### src/rtl/ir_loader_if.sv
// Byte-stream handshake plus byte-wide instruction-memory write port used by ir_loader.
// The master drives the stream and observes the writes; the slave is the loader.
interface ir_loader_if;
  logic [7:0]  in_data;
  logic        in_valid;
  logic        in_ready;
  logic        mem_we;
  logic [31:0] mem_addr;
  logic [7:0]  mem_wdata;

  modport master (
    output in_data, in_valid,
    input  in_ready, mem_we, mem_addr, mem_wdata
  );

  modport slave (
    input  in_data, in_valid,
    output in_ready, mem_we, mem_addr, mem_wdata
  );
endinterface

### src/rtl/ir_loader.sv
// Loads a little-endian byte stream into instruction memory, one byte write per accepted byte.
// Optional IR_LOADER_CHECKSUM_EN: a trailing XOR checksum word is checked when the load ends.
module ir_loader #(
  parameter int unsigned MEM_BYTES = 128,
  parameter int unsigned CNT_W     = 6
) (
  input  logic             clk,
  input  logic             rst_n,
  input  logic             start_i,
  input  logic [31:0]      base_addr_i,
  input  logic [CNT_W-1:0] num_words_i,
  ir_loader_if.slave       bus,
  output logic             busy_o,
  output logic             done_o,
  output logic [CNT_W-1:0] word_cnt_o,
  output logic             err_o
);

  localparam int unsigned IdxW = CNT_W + 3;

  typedef enum logic [1:0] {StIdle, StLoad, StDone} state_e;

  state_e           state_q, state_d;
  logic [31:0]      base_q, base_d;
  logic [CNT_W-1:0] nwords_q, nwords_d;
  logic [CNT_W-1:0] word_cnt_q, word_cnt_d;
  logic [IdxW-1:0]  idx_q, idx_d;
  logic             err_q, err_d;
  logic             busy_q, busy_d;
  logic             done_q, done_d;
  logic             rdy_q, rdy_d;
  logic             we_q, we_d;
  logic [31:0]      addr_q, addr_d;
  logic [7:0]       wdata_q, wdata_d;

  logic [IdxW-1:0]  data_bytes;
  logic [IdxW-1:0]  last_idx;
  logic [32:0]      end_addr;
  logic             accept;
  logic             data_phase;

  assign data_bytes = {1'b0, nwords_q, 2'b00};
  // One extra bit so a base near 2^32 cannot wrap past the range check.
  assign end_addr   = {1'b0, base_addr_i} + 33'({num_words_i, 2'b00});
  assign accept     = (state_q == StLoad) && rdy_q && bus.in_valid;

`ifdef IR_LOADER_CHECKSUM_EN
  logic [31:0] word_q, word_d;
  logic [31:0] acc_q, acc_d;
  logic [31:0] word_next;

  assign last_idx   = data_bytes + IdxW'(3);
  assign data_phase = idx_q < data_bytes;
  assign word_next  = {bus.in_data, word_q[31:8]};
`else
  assign last_idx   = data_bytes - IdxW'(1);
  assign data_phase = 1'b1;
`endif

  always_comb begin
    state_d    = state_q;
    base_d     = base_q;
    nwords_d   = nwords_q;
    word_cnt_d = word_cnt_q;
    idx_d      = idx_q;
    err_d      = err_q;
    busy_d     = busy_q;
    done_d     = 1'b0;
    rdy_d      = rdy_q;
    we_d       = 1'b0;
    addr_d     = addr_q;
    wdata_d    = wdata_q;
`ifdef IR_LOADER_CHECKSUM_EN
    word_d     = word_q;
    acc_d      = acc_q;
`endif
    case (state_q)
      StIdle: begin
        if (start_i) begin
          word_cnt_d = '0;
          idx_d      = '0;
          if (num_words_i == '0) begin
            state_d = StDone;
            done_d  = 1'b1;
            err_d   = 1'b0;
          end else if (base_addr_i[1:0] != 2'b00 || end_addr > 33'(MEM_BYTES)) begin
            state_d = StDone;
            done_d  = 1'b1;
            err_d   = 1'b1;
          end else begin
            state_d  = StLoad;
            base_d   = base_addr_i;
            nwords_d = num_words_i;
            err_d    = 1'b0;
            busy_d   = 1'b1;
            rdy_d    = 1'b1;
`ifdef IR_LOADER_CHECKSUM_EN
            acc_d    = '0;
`endif
          end
        end
      end
      StLoad: begin
        if (accept) begin
          idx_d = idx_q + IdxW'(1);
          if (data_phase) begin
            we_d    = 1'b1;
            addr_d  = base_q + 32'(idx_q);
            wdata_d = bus.in_data;
            if (idx_q[1:0] == 2'b11) word_cnt_d = word_cnt_q + CNT_W'(1);
          end
`ifdef IR_LOADER_CHECKSUM_EN
          word_d = word_next;
          if (data_phase && idx_q[1:0] == 2'b11) acc_d = acc_q ^ word_next;
`endif
          if (idx_q == last_idx) begin
            state_d = StDone;
            rdy_d   = 1'b0;
            busy_d  = 1'b0;
            done_d  = 1'b1;
`ifdef IR_LOADER_CHECKSUM_EN
            err_d   = (word_next != acc_q);
`endif
          end
        end
      end
      StDone:  state_d = StIdle;
      default: state_d = StIdle;
    endcase
  end

  always_ff @(posedge clk or negedge rst_n) begin
    if (!rst_n) begin
      state_q    <= StIdle;
      base_q     <= '0;
      nwords_q   <= '0;
      word_cnt_q <= '0;
      idx_q      <= '0;
      err_q      <= 1'b0;
      busy_q     <= 1'b0;
      done_q     <= 1'b0;
      rdy_q      <= 1'b0;
      we_q       <= 1'b0;
      addr_q     <= '0;
      wdata_q    <= '0;
`ifdef IR_LOADER_CHECKSUM_EN
      word_q     <= '0;
      acc_q      <= '0;
`endif
    end else begin
      state_q    <= state_d;
      base_q     <= base_d;
      nwords_q   <= nwords_d;
      word_cnt_q <= word_cnt_d;
      idx_q      <= idx_d;
      err_q      <= err_d;
      busy_q     <= busy_d;
      done_q     <= done_d;
      rdy_q      <= rdy_d;
      we_q       <= we_d;
      addr_q     <= addr_d;
      wdata_q    <= wdata_d;
`ifdef IR_LOADER_CHECKSUM_EN
      word_q     <= word_d;
      acc_q      <= acc_d;
`endif
    end
  end

  assign bus.in_ready  = rdy_q;
  assign bus.mem_we    = we_q;
  assign bus.mem_addr  = addr_q;
  assign bus.mem_wdata = wdata_q;
  assign busy_o        = busy_q;
  assign done_o        = done_q;
  assign word_cnt_o    = word_cnt_q;
  assign err_o         = err_q;

endmodule

### src/flat_wrapper.sv
// flat-port wrapper written by rule: the top's interface ports become plain ports
module ir_loader_flat 
#(
  parameter int unsigned MEM_BYTES = 128,
  parameter int unsigned CNT_W     = 6
)
  (clk, rst_n, start_i, base_addr_i, num_words_i, busy_o, done_o, word_cnt_o, err_o, bus_in_data, bus_in_valid, bus_in_ready, bus_mem_we, bus_mem_addr, bus_mem_wdata);
  ir_loader_if bus_i ();
  input  logic clk;
  input  logic rst_n;
  input  logic start_i;
  input  logic [31:0] base_addr_i;
  input  logic [CNT_W-1:0] num_words_i;
  output logic busy_o;
  output logic done_o;
  output logic [CNT_W-1:0] word_cnt_o;
  output logic err_o;
  input wire logic [$bits(bus_i.in_data)-1:0] bus_in_data;
  input wire logic [$bits(bus_i.in_valid)-1:0] bus_in_valid;
  output wire logic [$bits(bus_i.in_ready)-1:0] bus_in_ready;
  output wire logic [$bits(bus_i.mem_we)-1:0] bus_mem_we;
  output wire logic [$bits(bus_i.mem_addr)-1:0] bus_mem_addr;
  output wire logic [$bits(bus_i.mem_wdata)-1:0] bus_mem_wdata;
  assign bus_i.in_data = bus_in_data;
  assign bus_i.in_valid = bus_in_valid;
  assign bus_in_ready = bus_i.in_ready;
  assign bus_mem_we = bus_i.mem_we;
  assign bus_mem_addr = bus_i.mem_addr;
  assign bus_mem_wdata = bus_i.mem_wdata;
  ir_loader #(.MEM_BYTES(MEM_BYTES), .CNT_W(CNT_W)) u_core (.clk(clk), .rst_n(rst_n), .start_i(start_i), .base_addr_i(base_addr_i), .num_words_i(num_words_i), .bus(bus_i), .busy_o(busy_o), .done_o(done_o), .word_cnt_o(word_cnt_o), .err_o(err_o));
endmodule
### config.mk
export PLATFORM = sky130hd
export DESIGN_NAME = ir_loader_flat
export DESIGN_NICKNAME = d
export VERILOG_FILES = /design/src/rtl/ir_loader_if.sv /design/src/rtl/ir_loader.sv /design/src/flat_wrapper.sv
export SDC_FILE = /design/constraint.sdc
export NUM_CORES = 1
export LEC_CHECK = 0
export ABC_AREA = 1
export CORE_ASPECT_RATIO = 1.75
export CORE_MARGIN = 4
export CORE_UTILIZATION = 40
export DETAILED_ROUTE_END_ITERATION = 12
export MAX_ROUTING_LAYER = met4
export PLACE_DENSITY = 0.59
export SYNTH_ARGS = -nofsm -noshare
export SYNTH_HDL_FRONTEND = slang
export SYNTH_SLANG_ARGS = --single-unit
### constraint.sdc
create_clock -name clk -period 4.5 [get_ports clk]
set_input_delay 0.45 -clock clk [delete_from_list [all_inputs] [get_ports clk]]
set_output_delay 0.45 -clock clk [all_outputs]
set_load 0.02 [all_outputs]
# == Word-level counts from Yosys, hierarchy flattened ==
# Cells that the tools add are included.
# op_classes
add_sub_neg,5
n_lt_le_gt_ge,1
eq_ne,9
muxes,28
n_bitwise,2
n_reduce_logical,14
# op_table
cell,n
$add A32 B8 Y33,1
$gt A33 B8 Y1 const B,1
$add A32 B9 Y32,1
$mux W6,3
$mux W9,2
$pmux W9 S2,1
$mux W1,13
$pmux W6 S2,1
$mux W2,5
$ne A2 B2 Y1 const B,5
$add A9 B1 Y9 const B,1
$eq A9 B9 Y1,1
$sub A8 B1 Y9 const B,1
$reduce_and A4 Y1,2
$add A6 B1 Y6 const B,1
$logic_not A6 Y1,1
$reduce_and A3 Y1,2
$reduce_and A6 Y1,1
$pmux W1 S2,2
$pmux W2 S2,1
$reduce_and A2 Y1,2
$reduce_bool A2 Y1,2
$eq A2 B1 Y1 const B,1
$eq A2 B2 Y1 const B,1
other kinds (5),7
# totals
out_inout_bits,51
reg_bits,99
input_bits,50

# == Logic depth before layout (Yosys ltp) ==
# Gate-level depths: netlist (run 1).
# logic_depth
ltp_word,7
ltp_mapped,19
mapped_depth_nobuf,19

# == Worst setup path after synthesis (run 1) ==
# No wires, ideal clock.
# synth_timing
kind,input-to-reg
startpoint,input port base_addr_i[2]
endpoint,register u_core.nwords_q[2]
t_arrival_ps,2439
stages,15
path_slack_ps,1944
setup_time_ps,117
cell_sequence,ha_1 > fa_1 > or2_2 > a21oi_1 > o21ai_0 > nand3b_1 > nor2_1 > nand2_1 > nor2_1 > nand2_1 > nand2_2 > nand4_4 > buf_6 > nand2_2 > o21ai_2
# synth_between
elab_chain_len,5
# synth_rtl
element,line_no,rtl
start: declaration,flat_wrapper.sv:12,input logic [31:0] base_addr_i;
$add A32 B8 Y33,ir_loader.sv:44,"assign end_addr = {1'b0, base_addr_i} + 33'({num_words_i, 2'b00});"
$gt A33 B8 Y1,ir_loader.sv:86,end else if (base_addr_i[1:0] != 2'b00 || end_addr > 33'(MEM_BYTES)) begin
$logic_or A1 B1 Y1,ir_loader.sv:86,
$not A1 Y1 (no source line),n/a,
$reduce_and A4 Y1 (no source line),n/a,
end signal: assignment,ir_loader.sv:153,nwords_q <= nwords_d;
end: declaration,ir_loader.sv:25,"logic [CNT_W-1:0] nwords_q, nwords_d;"
# No other way between the ends.
# A chain may end at the register's enable or synchronous reset.

# == Final worst setup path (run 1) ==
# layout_timing
startpoint,input port base_addr_i[2]
endpoint,register u_core.base_q[7]
# layout_between
elab_chain_len,5
# layout_rtl
element,line_no,rtl
$add A32 B8 Y33,ir_loader.sv:44,
$gt A33 B8 Y1,ir_loader.sv:86,
$logic_or A1 B1 Y1,ir_loader.sv:86,
$not A1 Y1 (no source line),n/a,
$reduce_and A4 Y1 (no source line),n/a,
end signal: assignment,ir_loader.sv:152,base_q <= base_d;
end: declaration,ir_loader.sv:24,"logic [31:0] base_q, base_d;"
# No other way between the ends.

==> results by group, run 1 <==
Yosys
  – Sequential area share after synthesis: 38.3%
  – Top cell type by total area after synthesis: dfrtp_1
  – Mapped cell area: 6470 um2
  – Area contributors post-synth: dfrtp_1, nand2_1, inv_1
  – Yosys warnings: 0
  – Distinct cell type count after synthesis: 45
  – Yosys reg bits: 99
  – Mapped Avg Cell Area: 7.18 um2
  – Top FF cell, synth: dfrtp_1
  – Post-synth top area share: 38.3%
  – Post-synth net total: 971
  – Asr flop ratio synth: 100%
  – Post-Syn Instances: 901
  – Post-synth EDFFs: 0

Floorplanning
  – Core area: 15,900 um2
  – Die X-Extent: 104 um
  – Die Ht: 176 um
  – Die area: 18,400 um2
  – Core Rows: 61
  – Initial Util: 40.8%
  – Num ports: 101

Setup path
  – Critical Path AT: 3.55 ns
  – CP max FO: 32
  – Worst setup endpoint: u_core.base_q[7]
  – Reg2Reg Depth: 13
  – Setup Crit Path Kind: input pin to flip-flop
  – Critical path origin: base_addr_i[2]
  – Worst setup EP type: flip-flop
  – Worst r2r src: u_core.idx_q[0]
  – FF-to-FF setup slack: 1.59 ns
  – Reg2reg end: u_core.bus.mem_addr[24]
  – Setup crit start kind: input pin
  – Req. time, crit path: 4.72 ns

Power
  – Peak VDD IR: 0.000185 V
  – Leakage: 3.91 nW
  – PwrDens: 235 nW/um2

Detailed routing
  – Post-DRT Antenna Nets: 0
  – TritonRoute pass-1 iters: 4
  – Via count: 5,860
  – Vias per Instance: 4.91
  – WL final: 16,800 um
  – Wire length per cell: 14.0 um
  – Drt initial violations: 210
  – DR DRC count: 0

Clocking
  – Worst-Skew Late Latency: 0.34 ns
  – Max Buffers Root-to-Sink: 2
  – Clock transition at the registers of the reported paths: 0.07 ns
  – CTS Sinks: 99
  – Post-CTS Hold Buffers: 0
  – Root Driver: clkbuf_16
  – CTS buffer count: 9
  – CTS tree: yes
  – H-tree lvl count: 3
  – Post-CTS Resized: 0
  – Post-CTS Setup Repair Bufs: 0

Status
  – Outcome: complete, no violations

Cells and area
  – Commonest non-fill, non-tap cell in the layout: nand2_1
  – Sequential cell area: 2480 um2
  – Area grow syn2layout: 22.8%
  – Design Area, Final: 7940 um2
  – Commonest non-fill, non-tap cells in the layout: nand2_1, inv_1, clkdlybuf4s50_1, dfrtp_1, nor2_1
  – Fill cell count: 1,608
  – Final core occ: 50.0%
  – Total Nets Final: 1,070
  – Area of the multi-input gates: 3360 um2
  – Fin cells: 1,193
  – Layout cells sized above 1: 8.67%
  – Final antenna diode count: 0

Placement
  – Area after DPL: 7650 um2
  – # port buffers: 100
  – Hpwl dp: 13,500 um
  – Dpl ws: 0.738 ns
  – # placed instances: 1,178
  – GP Congestion: 0.960

STA
  – Post-route clock period utilization: 73.9%
  – Final TNS setup: 0 ns
  – Min Clock Period, post-route: 3.32 ns
  – Fin. Hold Viols: 0
  – Final setup skew: 0.0122 ns
  – Max Fclk: 0.301 GHz
  – Max Slew Vio Count: 0
  – Setup WS post-layout: 1.18 ns
  – Max transition margin: 41.8%
  – Setup violations, final: 0
  – Setup repair after global routing missed its margin: false
  – Measured slew at the worst slew-check pin: 0.872 ns

Global routing
  – Initial antenna violation count: 0
  – GRT Util Overall: 19.1%
  – Largest net degree at the start of global routing: 70
  – Gr ovfl total: 0
  – First-pass GRT wire length: 27,600 um
  – Vias in the first global route: 5,749

Run
  – Max-cap violations: 0

Hold path
  – Worst min path class: input pin to asynchronous set/reset pin
## metal layers
layer / global-route usage (%) / vias up / wire [um]
met4: 8.43 / 0 / 540
met3: 2.45 / 32 / 548
met1: 20.3 / 2660 / 6790
met2: 35.3 / 141 / 8870
met5: - / - / 0
li1: - / 3027 / -
## worst min-delay path by stage
stage / endpoint / cells after the start / slack (ns) / start
2_1_floorplan: u_core.base_q[0] / 0 / 0.15 / rst_n
3_3_place_gp: u_core.bus.mem_wdata[1] / 2 / 0.46 / u_core.bus.mem_wdata[1]
3_5_place_dp: u_core.bus.mem_addr[21] / 2 / 0.46 / u_core.bus.mem_addr[21]
4_1_cts: u_core.bus.mem_wdata[3] / 1 / 0.24 / rst_n
5_1_grt: u_core.bus.mem_wdata[3] / 1 / 0.28 / rst_n
6_report: u_core.bus.mem_wdata[3] / 1 / 0.21 / rst_n
## metrics by stage
stage                     total power, mW  hold WS [ns]
final                                1.87         0.208
after global routing                 1.95         0.277
after CTS                            1.90         0.244
after detailed placement             1.12         0.464
after global placement               1.12         0.461
after floorplan                      1.01         0.154
## cell type report
type | count | share of cell area (%)
tap | 189 | 2.98
clock inverter | 5 | 0.788
timing repair buffer | 104 | 13.1
multi-input combinational | 642 | 42.2
clock buffer | 10 | 2.88
inverter | 144 | 6.81
sequential | 99 | 31.2
## where the power goes
part           switching [mW]  internal [mW]
sequential            0.00122          0.892
clock                   0.337          0.432
combinational           0.126         0.0800
total                   0.464           1.40
## cell usage after synthesis (3+ instances only)
master    count
a21oi_1      20
a31oi_1       6
buf_6         5
clkbuf_1      9
dfrtp_1      99
ha_1         18
inv_1       137
inv_2         5
nand2_1     286
nand2_2      22
nand2_4       3
nand3_1      49
nand3_2       5
nand3b_1      9
nand4_1      11
nor2_1       67
nor2_2        6
nor2_4        6
nor3_1       27
nor4_1        7
o21ai_0      31
o21ai_1       3
o21ai_2      12
xnor2_1      12
xor2_1       21
## registers in the layout, summed over array words and instances, names as in the netlist
signal,flops
u_core.state_q,2
u_core.err_o,1
u_core.base_q,32
u_core.idx_q,9
u_core.bus.mem_we,1
u_core.bus.mem_addr,32
u_core.word_cnt_o,6
u_core.bus.mem_wdata,8
u_core.done_o,1
u_core.bus.in_ready,1
u_core.nwords_q,6
## kinds of logic (layout without fill, tap and decap cells)
| family | Yosys count | in the layout | synth area share [%] |
|---|---|---|---|
| and+or+nand+nor | 509 | 509 | 35.8 |
| DFF | 99 | 99 | 38.3 |
| AOI/OAI and AO/OA | 79 | 79 | 7.21 |
| xor gates and xnor gates | 33 | 33 | 4.47 |
| adders and majority gates | 20 | 20 | 4.10 |
| muxes | 1 | 1 | 0.174 |
| buffers and inverters | 160 | 263 | 9.92 |
## critical path: stages
cell	delay, ns
clkdlybuf4s50_1	0.45
ha_1	0.28
fa_1	0.42
or2_2	0.28
a21oi_1	0.12
o21ai_0	0.08
nand3b_1	0.17
nor2_1	0.10
nand2_1	0.10
nor2_1	0.10
nand2_1	0.07
nand2_2	0.12
nand4_4	0.36
buf_12	0.32
nand2_2	0.07
o21ai_2	0.05
Power figures use the tool's default switching activity.
==> run 2: changes to the inputs <==
- clock period: 4.5 -> 3.09 ns (I/O delays scaled with it)
==> run 2 against run 1 <==
Combinational power grew 59%. Sequential cell count is the same. Global-route usage grew 0.47 points. Clock power grew 45%.
==> results by group, run 2 (synthesis results as in run 1) <==
Status
  – Outcome: complete, no violations

Clocking
  – CTS Sinks: 99 (unchanged)
  – CTS tree: yes
  – Post-CTS Hold Buffers: 1 (+1)
  – Root Driver: clkbuf_16
  – Post-CTS Resized: 0 (unchanged)
  – Clock transition at the registers of the reported paths: 0.06 ns (about the same)
  – H-tree lvl count: 3 (unchanged)
  – Worst-Skew Late Latency: 0.34 ns (about the same)
  – CTS buffer count: 9 (unchanged)
  – Post-CTS Setup Repair Bufs: 0 (unchanged)
  – Max Buffers Root-to-Sink: 2 (unchanged)

Cells and area
  – Fin cells: 1,219 (+2.2%)
  – Total Nets Final: 1,096 (+2.4%)
  – Commonest non-fill, non-tap cells in the layout: nand2_1, inv_1, clkdlybuf4s50_1, dfrtp_1, nor2_1
  – Final core occ: 51.4% (+1.4 points)
  – Area grow syn2layout: 26.2%
  – Layout cells sized above 1: 11.0% (+2.3 points)
  – Final antenna diode count: 0 (unchanged)
  – Fill cell count: 1,580 (-1.7%)
  – Commonest non-fill, non-tap cell in the layout: nand2_1

Floorplanning
  – Num ports: 101 (unchanged)
  – Die Ht: 176 um (unchanged)
  – Die area: 18,400 um2 (unchanged)
  – Core area: 15,900 um2 (unchanged)
  – Die X-Extent: 104 um (unchanged)
  – Initial Util: 40.8% (unchanged)
  – Core Rows: 61 (unchanged)

Setup path
  – Setup Crit Path Kind: input pin to flip-flop
  – Worst r2r src: u_core.idx_q[2]
  – Req. time, crit path: 3.31 ns (-1.41 ns)
  – Delay-heaviest family, CP: simple AND/OR/NAND/NOR gates
  – FF-to-FF setup slack: 0.45 ns (-1.14 ns)
  – Reg2Reg Depth: 13 (unchanged)
  – CP max FO: 12 (-63%)
  – Setup crit start kind: input pin
  – Most frequent CP cell: nand2_1
  – Crit path cell chain: clkdlybuf4s50_1 -> ha_1 -> fa_1 -> or2_2 -> a21oi_1 -> o21ai_0 -> nand3b_1 -> nor2_1 -> nand2_1 -> nor2_1 -> nand2_1 -> nand2_2 -> nand4_4 -> buf_4 -> nand2_1 -> o21ai_2
  – Critical Path AT: 3.08 ns (-0.47 ns)
  – Slowest CP cell: clkdlybuf4s50_1
  – Worst setup EP type: flip-flop
  – Reg2reg end: u_core.bus.mem_addr[31]
  – Worst Path Buf+Inv: 2 (unchanged)
  – CP peak stage delay: 0.46 ns (about the same)

Global routing
  – Gr ovfl total: 0 (unchanged)
  – GRT Util Overall: 19.6% (+0.47 points)
  – Vias in the first global route: 5,952 (+3.5%)
  – Initial antenna violation count: 0 (unchanged)
  – Largest net degree at the start of global routing: 58 (-17%)
  – First-pass GRT wire length: 28,200 um (+2.1%)

Placement
  – Hpwl dp: 13,700 um (+2.0%)
  – # placed instances: 1,203 (+2.1%)
  – GP Congestion: 1.00 (+4.1%)
  – # port buffers: 100 (unchanged)

Power
  – Leakage: 4.05 nW (+3.5%)
  – Design Power: 2.76 mW (+47%)
  – Peak VDD IR: 0.000203 V (+9.3%)
  – PwrDens: 338 nW/um2 (+43%)

STA
  – Setup repair after global routing missed its margin: false
  – Setup violations, final: 0 (unchanged)
  – Max Fclk: 0.350 GHz
  – Max transition margin: 58.1% (+16 points)
  – Min Hold Slack: 0.476 ns (+0.267 ns)
  – Post-route clock period utilization: 92.4%
  – Measured slew at the worst slew-check pin: 0.629 ns (-0.243 ns)
  – Max Slew Vio Count: 0 (unchanged)
  – Final setup skew: 0.00954 ns (-0.00264 ns)
  – Min Clock Period, post-route: 2.86 ns
  – Fin. Hold Viols: 0 (unchanged)

Detailed routing
  – Wire length per cell: 13.9 um (-1.3%)
  – TritonRoute pass-1 iters: 5 (+1)
  – Vias per Instance: 4.88 (-0.65%)
  – Post-DRT Antenna Nets: 0 (unchanged)
  – DR DRC count: 0 (unchanged)
  – WL final: 16,900 um (+0.87%)
  – Via count: 5,949 (+1.5%)
  – Drt initial violations: 255 (+21%)

Hold path
  – Hold Path Sink: u_core.bus.mem_addr[23]
  – Worst min path class: flip-flop to flip-flop
  – Worst hold stages: 2
  – Hold Path Origin: u_core.bus.mem_addr[23]

Run
  – Max-cap violations: 0 (unchanged)
==> run 2: metrics by stage <==
step           instance area (um2)  setup slack (ns)  TNS [ns]
2_1_floorplan                 6470             0.675         0
3_3_place_gp                  7850           -0.0496     -1.41
3_5_place_dp                  7850           -0.0951     -3.02
4_1_cts                       8160             0.251         0
5_1_grt                       8160            0.0710         0
6_report                      8160             0.235         0
==> run 2: layout make-up <==
cell class | instances | area, um2 | area share [%]
multi-input combinational | 642 | 3360 | 41.1
sequential | 99 | 2480 | 30.3
timing repair buffer | 130 | 1250 | 15.3
inverter | 144 | 541 | 6.62
clock buffer | 10 | 239 | 2.93
tap | 189 | 236 | 2.90
clock inverter | 5 | 62.6 | 0.766
==> run 2: worst max-delay path by stage <==
stage,from,end,cells past startpoint
after floorplan,base_addr_i[2],u_core.nwords_q[2],15
after global placement,base_addr_i[2],u_core.nwords_q[4],16
after detailed placement,base_addr_i[2],u_core.nwords_q[3],16
after CTS,base_addr_i[2],u_core.nwords_q[3],16
after global routing,base_addr_i[2],u_core.base_q[5],16
final,base_addr_i[2],u_core.nwords_q[0],16
==> run 2: report_power, final <==
| group | switching [mW] | total [mW] | internal (mW) |
|---|---|---|---|
| Combinational | 0.188 | 0.328 | 0.140 |
| Sequential | 0.00231 | 1.30 | 1.30 |
| Clock | 0.476 | 1.12 | 0.649 |
| Total | 0.666 | 2.76 | 2.09 |
==> run 2: layer usage <==
layer / up-vias / global-route usage (%) / share of wire, %
met5: - / - / 0
met4: 0 / 7.38 / 3.5
met3: 36 / 2.67 / 3.1
met2: 131 / 37.3 / 54
met1: 2718 / 20.2 / 40
li1: 3064 / - / -
==> run 2: worst reg2reg max path, cell delays in order, from the launching register on <==
cell and delay [ns]:
dfrtp_1 0.42, ha_1 0.37, nand2_1 0.07, o21ai_1 0.20, a21oi_1 0.15, o21ai_1 0.26
nand2_1 0.08, nand2_1 0.15, nand4_1 0.28, inv_1 0.19, nand2_1 0.10, xnor2_1 0.17
nand2_1 0.08, nand2_1 0.06
==> run 3: changes to the inputs <==
- CORE_MARGIN: 4 -> 2
==> run 3 against run 2 <==
Non-clock buffer count is the same. Global-route usage grew 1.5 points. Utilization is essentially flat. Clock power is essentially flat. Critical path type unchanged. Setup slack gained 0.016 ns. Worst hold slack lost 0.46 ns. Total power shrank 0.85%. Sequential share of layout area is essentially flat. Sequential cell count is the same. Wire length shrank 0.45%. Sequential power is essentially flat.
==> results by group, run 3 (synthesis results as in run 1) <==
Status
  – Outcome: complete, no violations

Setup path
  – Setup Crit Path Kind: input pin to flip-flop
  – Reg2reg end: u_core.bus.mem_addr[24]
  – Reg2Reg Depth: 14 (+1)
  – Setup crit start kind: input pin
  – Worst r2r src: u_core.idx_q[0]
  – CP peak stage delay: 0.43 ns (-0.03 ns)
  – Crit path cell chain: clkdlybuf4s50_1 -> ha_2 -> fa_1 -> buf_4 -> or2_2 -> a21oi_1 -> o21ai_0 -> nand3b_1 -> nor2_2 -> nand2_1 -> nor2_1 -> nand2_1 -> nand2_2 -> nand4_4 -> buf_12 -> nand2_2 -> o21ai_2
  – Worst setup EP type: flip-flop
  – Slowest CP cell: clkdlybuf4s50_1
  – CP max FO: 40 (+28)
  – FF-to-FF setup slack: 0.44 ns (about the same)
  – Critical Path AT: 3.07 ns (about the same)
  – Req. time, crit path: 3.32 ns (about the same)

STA
  – Final setup skew: 0.0106 ns (+0.00109 ns)
  – Post-route clock period utilization: 91.9% (-0.51 points)
  – Max transition margin: 51.7% (-6.4 points)
  – Max Fclk: 0.352 GHz (+0.56%)
  – Max Slew Vio Count: 0 (unchanged)
  – Setup repair after global routing missed its margin: false
  – Setup WS post-layout: 0.250 ns (+0.0158 ns)
  – Measured slew at the worst slew-check pin: 0.725 ns (+0.0959 ns)
  – Setup violations, final: 0 (unchanged)
  – Min Clock Period, post-route: 2.84 ns (-0.0158 ns)
  – Fin. Hold Viols: 0 (unchanged)

Global routing
  – Initial antenna violation count: 0 (unchanged)
  – Largest net degree at the start of global routing: 57 (-1.7%)
  – Gr ovfl total: 0 (unchanged)
  – Vias in the first global route: 5,929 (-0.39%)
  – GRT Util Overall: 21.1% (+1.5 points)
  – First-pass GRT wire length: 27,900 um (-1.1%)

Detailed routing
  – WL final: 16,800 um (-0.45%)
  – Drt initial violations: 268 (+5.1%)
  – Vias per Instance: 4.87 (-0.13%)
  – DR DRC count: 0 (unchanged)
  – Wire length per cell: 13.8 um (-0.53%)
  – TritonRoute pass-1 iters: 5 (unchanged)
  – Via count: 5,946 (-0.050%)
  – Post-DRT Antenna Nets: 0 (unchanged)

Cells and area
  – Commonest non-fill, non-tap cell in the layout: nand2_1
  – Commonest non-fill, non-tap cells in the layout: nand2_1, inv_1, clkdlybuf4s50_1, dfrtp_1, nor2_1
  – Fill cell count: 1,600 (+1.3%)
  – Area grow syn2layout: 26.1% (about the same)
  – Layout cells sized above 1: 11.3% (+0.38 points)
  – Final antenna diode count: 0 (unchanged)
  – Design Area, Final: 8160 um2 (about the same)
  – Total Nets Final: 1,096 (unchanged)

Clocking
  – CTS buffer count: 9 (unchanged)
  – Worst-Skew Late Latency: 0.35 ns (about the same)
  – CTS tree: yes
  – Root Driver: clkbuf_16
  – Clock transition at the registers of the reported paths: 0.07 ns (about the same)
  – Max Buffers Root-to-Sink: 2 (unchanged)
  – H-tree lvl count: 3 (unchanged)
  – CTS Sinks: 99 (unchanged)

Power
  – Design Power: 2.73 mW (-0.85%)
  – Pint: 2.03 mW (-3.1%)
  – Leakage: 4.05 nW (about the same)
  – Net Sw Frac: 25.9% (+1.7 points)
  – Peak VDD IR: 0.000225 V (+11%)
  – P_sw: 706 uW (+6.1%)
  – PwrDens: 335 nW/um2 (-0.80%)
  – Combinational power share: 12.0% (about the same)
  – Reg power frac: 47.6% (+0.3 points)
  – Clock power frac: 40.4% (-0.4 points)

Run
  – Max-cap violations: 0 (unchanged)

Floorplanning
  – Core area: 15,900 um2 (unchanged)
  – Die Ht: 172 um (-2.3%)
  – Core Rows: 61 (unchanged)
  – Die X-Extent: 100 um (-3.8%)
  – Initial Util: 40.8% (unchanged)
  – Die area: 17,200 um2 (-6.0%)
  – Num ports: 101 (unchanged)

Placement
  – GP Congestion: 0.932 (-6.8%)
  – Dpl ws: -0.205 ns (-0.110 ns)
  – Area after DPL: 7860 um2 (about the same)
  – # port buffers: 100 (unchanged)
  – Hpwl dp: 13,600 um (-0.90%)

Hold path
  – Worst min path class: input pin to asynchronous set/reset pin
run 3: worst max-delay path: cells and delay by family:
family / cells / cell delay (ns)
buffers and inverters: 3 / 0.79
AOI/OAI and AO/OA: 3 / 0.25
adders and majority gates: 2 / 0.60
and+or+nand+nor: 9 / 1.10
run 3: layer usage:
layer	share of wire, %	GRT usage [%]	vias to the layer above
met2	53	39.0	147
li1	-	-	3079
met5	0	-	-
met3	3.1	2.43	37
met4	3.6	9.29	0
met1	40	22.2	2683
run 3: layout make-up:
| cell class | instances | area, um2 | share of cell area (%) |
|---|---|---|---|
| Clock buffer | 10 | 239 | 2.93 |
| Clock inverter | 6 | 56.3 | 0.690 |
| Inverter | 144 | 541 | 6.62 |
| Multi-Input combinational cell | 642 | 3360 | 41.2 |
| Sequential cell | 99 | 2480 | 30.4 |
| Tap cell | 189 | 236 | 2.90 |
| Timing Repair Buffer | 130 | 1250 | 15.3 |
run 3: how the worst max path moves through the flow:
stage / start / to / cells past startpoint
after floorplan: base_addr_i[2] / u_core.nwords_q[2] / 15
after global placement: base_addr_i[2] / u_core.nwords_q[0] / 17
after detailed placement: base_addr_i[2] / u_core.nwords_q[5] / 17
after CTS: base_addr_i[2] / u_core.nwords_q[5] / 17
after global routing: base_addr_i[2] / u_core.bus.in_ready / 19
final: base_addr_i[2] / u_core.nwords_q[5] / 17
run 3: power groups by stage:
stage / clock, mW / sequential [mW] / combinational, mW
after floorplan: 0 / 1.33 / 0.141
after global placement: 0 / 1.33 / 0.331
after detailed placement: 0 / 1.33 / 0.332
after CTS: 1.14 / 1.30 / 0.333
after global routing: 1.19 / 1.30 / 0.369
final: 1.10 / 1.30 / 0.328
run 3: stage by stage:
stage,hold slack (ns),std cells,utilization [%],TNS [ns]
after floorplan,0.0134,901,-,0
after global placement,0.420,1204,49.5,-5.62
after detailed placement,0.421,1204,49.5,-7.76
after CTS,0.0394,1220,51.4,0
after global routing,0.0792,1220,51.4,0
final,0.0162,1220,51.4,0
run 3: timing repair:
action | CTS | global route
setup endpoints to repair | 0 | 10
setup buffers | 0 | 0
gates resized for setup | 0 | 2
hold buffers | 0 | 0
